$ cat src/rtl/fir_load_seq.sv
// Streams coefficient or data words into a FIR controller, issuing write strobes with sequential addresses.
// Latency 1 from transfer to strobe; s_ready drops outside COEF/DATA or while abort is asserted.
module fir_load_seq #(
    parameter int NCOEF = 64,
    parameter int NDATA = 10000
) (
    input  logic        clk,
    input  logic        rst,
    input  logic        start_c,
    input  logic        start_d,
    input  logic        abort,
    input  logic        s_valid,
    input  logic [15:0] s_data,
    output logic        s_ready,
    output logic        cload,
    output logic        dload,
    output logic [13:0] addr,
    output logic [15:0] din,
    output logic        busy,
    output logic        done
);

    typedef enum logic [1:0] {
        IDLE = 2'd0,
        COEF = 2'd1,
        DATA = 2'd2,
        FIN  = 2'd3
    } state_t;

    localparam logic [13:0] C_LAST = 14'(NCOEF - 1);
    localparam logic [13:0] D_LAST = 14'(NDATA - 1);

    state_t      state;
    logic [13:0] cnt;
    logic        loading;
    logic        xfer;
    logic        last;

    assign loading = (state == COEF) || (state == DATA);
    assign busy    = loading;
    assign s_ready = loading && !abort;
    assign xfer    = s_valid && s_ready;
    assign last    = (state == COEF) ? (cnt == C_LAST) : (cnt == D_LAST);

    always_ff @(posedge clk or posedge rst) begin
        if (rst) begin
            state <= IDLE;
            cnt   <= '0;
            cload <= 1'b0;
            dload <= 1'b0;
            addr  <= '0;
            din   <= '0;
            done  <= 1'b0;
        end else begin
            cload <= 1'b0;
            dload <= 1'b0;
            done  <= 1'b0;
            case (state)
                IDLE: begin
                    if (start_c) begin
                        state <= COEF;
                        cnt   <= '0;
                    end else if (start_d) begin
                        state <= DATA;
                        cnt   <= '0;
                    end
                end
                COEF, DATA: begin
                    if (abort) begin
                        state <= IDLE;
                        cnt   <= '0;
                    end else if (xfer) begin
                        din   <= s_data;
                        addr  <= cnt;
                        cload <= (state == COEF);
                        dload <= (state == DATA);
                        // Counter parks at the limit so addr can never wrap.
                        if (last) begin
                            state <= FIN;
                            done  <= 1'b1;
                        end else begin
                            cnt <= cnt + 14'd1;
                        end
                    end
                end
                FIN:     state <= IDLE;
                default: state <= IDLE;
            endcase
        end
    end

endmodule

$ cat config.mk
export PLATFORM = sky130hd
export DESIGN_NAME = fir_load_seq
export DESIGN_NICKNAME = d
export VERILOG_FILES = /design/src/rtl/fir_load_seq.sv
export SDC_FILE = /design/constraint.sdc
export NUM_CORES = 1
export LEC_CHECK = 0
export BUFFER_PORTS_ARGS = -buffer_cell sky130_fd_sc_hd__buf_2
export CORE_ASPECT_RATIO = 1.25
export CORE_MARGIN = 1
export CORE_UTILIZATION = 47
export CTS_CLUSTER_DIAMETER = 80
export CTS_CLUSTER_SIZE = 12
export DETAILED_ROUTE_END_ITERATION = 7
export PLACE_DENSITY = 0.78
export SLEW_MARGIN = 20
export SYNTH_ARGS = -nofsm -noshare
export SYNTH_HDL_FRONTEND = slang
export SYNTH_SLANG_ARGS = --single-unit
$ cat constraint.sdc
create_clock -name clk -period 1.9 [get_ports clk]
set_input_delay 0.19 -clock clk [delete_from_list [all_inputs] [get_ports clk]]
set_output_delay 0.19 -clock clk [all_outputs]
set_load 0.02 [all_outputs]
==> key figures <==
Run status
  – Outcome: finished with violations
  – Failing checks: negative setup slack

Placement
  – DP Area: 0.00278 mm2
  – Placer congestion estimate: 0.897
  – I/O Buffers: 56
  – DP HPWL: 3.52 mm
  – Dpl cells: 325
  – Dpl ws: -0.151 ns

Floorplanning
  – Top Ports: 57
  – Placeable core region: 0.00469 mm2
  – Die Ht: 80.0 um
  – Initial Util: 48.7%
  – Die X: 64.4 um
  – Die area: 0.00515 mm2
  – Row count: 28

Critical path
  – Flop-to-flop setup slack: -0.05 ns
  – Largest stage delay, worst path: 0.47 ns
  – CP max FO: 5
  – CP Cell Sequence: inv_2, ha_4, or4b_4, nor3_4, o211ai_1, buf_4, nand3_2, o21ai_2
  – CP Capture Type: register
  – Slowest stage cell, crit path: or4b_4
  – CP delay by family, top: simple AND/OR/NAND/NOR gates
  – Bufs and invs on worst path: 2
  – Critical Path RT: 2.09 ns
  – Setup CP Type: reg2reg
  – Worst EP arrival: 2.15 ns
  – Startpoint types: register

Routing
  – Routed vias/inst: 5.42
  – Drt first pass iters: 4
  – Detailed Route Iter0 Violations: 46
  – DRC errors left: 0
  – DRT Wirelength: 5.09 mm
  – Vias: 1836
  – WL/cell: 15.0 um
  – Final ANT Viol Nets: 0

Pwr
  – Maximum vdd ir drop: 1.03 mV
  – PwrDens: 1240 mW/mm2
  – Design Power: 3.74 mW
  – LEAKAGE: 1.46 nW

Timing
  – Worst-Margin Slew: 0.540 ns
  – Hold slack final: 0.114 ns
  – Rel. slew slack: 63.7%
  – Final Max Tran Viols: 0
  – Final setup fails: 11
  – RSZ-0062 raised after global routing: true
  – Fin crit period: 1.95 ns
  – Final Skew: 0.00390 ns
  – Fin crit share: 103%
  – Highest clock rate: 512 MHz
  – Min setup slack post-route: -0.0546 ns
  – Hold Violations, Final: 0

Yosys
  – Synth Area in Compound Gates: 12.1%
  – Post-synthesis adder-cell area fraction: 2.19%
  – Synthesis warning total: 0
  – Mux contribution to synthesized area: 14.7%
  – Synthesized area per cell: 11.6 um2
  – Syn nets: 223
  – Synth area leaders: dfrtp_1 (54%), mux2_2 (14%), o21ai_0 (3.5%)
  – Post-Synth XOR/XNOR Area: 0%
  – EDFF count, synth: 0
  – Primary FF master, synth: dfrtp_1
  – #FFs+latches synth: 49
  – Post-synth top area cell: dfrtp_1
  – Post-synth ARST share: 100%
  – Netlist Area Pre-Place: 0.00229 mm2
  – Post-synthesis simple-gate area fraction: 12.6%
  – Synth unique cells: 45
  – Mapped Cells: 197
  – Seq/Total Area, Yosys: 53.6%
  – Largest family of logic cells by synthesized area: multiplexers
  – Area fraction of the dominant cell type after synthesis: 53.6%

Clock network
  – Clk_lat worst skew: 0.30 ns
  – Clk Tree Root Cell: clkbuf_8
  – H-tree depth: 2
  – Max clock buf depth: 2
  – CTS buffer count: 5
  – Clk sinks: 49
  – Worst-path clk slew: 0.09 ns
  – CTS tree: built

Global routing
  – Largest net degree at the start of global routing: 34
  – Global route overflow: 0
  – Initial antenna violation count: 0
  – Gr usage total: 21.5%
  – First-pass GRT wire length: 8.20 mm
  – Number of global-route vias before repair: 1762

Layout
  – Commonest cells after routing, fill and taps aside: buf_2 (56), dfrtp_1 (49), mux2_2 (28)
  – Synth-to-layout area growth: 31.7%
  – Post-route cell area: 0.00301 mm2
  – Most common cell after layout, fill and taps aside: buf_2
  – Final cell count without fillers: 339
  – Total Nets Final: 304
  – Antenna cells: 0
  – Layout cells sized above 1: 53.0%

Min path
  – Hold WC Path Type: in2reg

Flow run
  – Max-Cap Viols: 0
[flip-flops by register name, summed over array words and instances (netlist names)]
register and count:
din 16, cload 1, addr 14, cnt 14, dload 1, done 1
state 2
[synthesized netlist by cell type (2+ instances only)]
cell,count
a31oi_1,4
nand4_1,3
dfrtp_1,49
o21ai_0,16
o31ai_1,4
mux2_2,28
clkbuf_2,2
ha_1,4
nand2_1,13
and3_1,4
nand3_1,8
nor4_1,3
buf_6,2
mux2i_1,2
a21oi_1,2
clkbuf_1,3
or3_1,2
buf_1,2
nor2_1,10
inv_1,8
o211ai_1,2
clkbuf_4,2
o21ai_1,2
[logic make-up (layout without fill, tap and decap cells)]
kind of cell               count (synthesis)  count (layout)
and+or+nand+nor                           54              54
muxes                                     30              30
AOI/OAI and AO/OA                         40              40
adders and majority gates                  4               4
DFF                                       49              49
buffers and inverters                     20             102
[report_power, final]
| group | internal, mW | total, mW | switching, mW |
|---|---|---|---|
| registers | 1.27 | 1.39 | 0.111 |
| logic | 0.798 | 1.75 | 0.954 |
| clock network | 0.261 | 0.599 | 0.338 |
| total | 2.33 | 3.74 | 1.40 |
[stage by stage]
| step | util [%] | TNS (ns) |
|---|---|---|
| after floorplan | - | 0 |
| after global placement | 59.2 | -0.0421 |
| after detailed placement | 59.2 | -1.01 |
| after CTS | 62.4 | -0.607 |
| after global routing | 64.2 | -1.12 |
| final | 64.2 | -0.377 |
[metal layers]
layer | part of all wire, % | vias up | global-route usage [%]
met5 | 0 | - | 0
met4 | 2.6 | 0 | 9.33
met3 | 4.9 | 12 | 5.29
met2 | 52 | 66 | 38.5
met1 | 40 | 883 | 23.8
li1 | - | 875 | -
[layout make-up]
class / count / area, um2
fill: 379 / 1680
sequential: 49 / 1230
multi-input combinational: 128 / 1050
timing repair buffer: 86 / 546
clock buffer: 7 / 76.3
tap: 60 / 75.1
inverter: 8 / 32.5
clock inverter: 1 / 7.51
[repair_timing]
| action | CTS | global route |
|---|---|---|
| setup endpoints to repair | 11 | 44 |
| setup buffers | 3 | 2 |
| endpoints found under the hold margin | 22 | 0 |
| pin swaps | 8 | 7 |
| gates resized for setup | 11 | 14 |
| hold buffers | 1 | 0 |
| cloned | 0 | 0 |
[worst paths after layout]
check	from	cells past startpoint	endpoint
setup / recovery	state[1]	8	cnt[11]
hold / removal	s_data[7]	2	din[7]
setup reg to reg	state[1]	8	cnt[11]
hold reg to reg	addr[1]	2	addr[1]
max in group asynchronous	rst	4	cnt[3]
min in group asynchronous	rst	3	din[2]
Note: power is estimated with default switching activity, not from simulation.
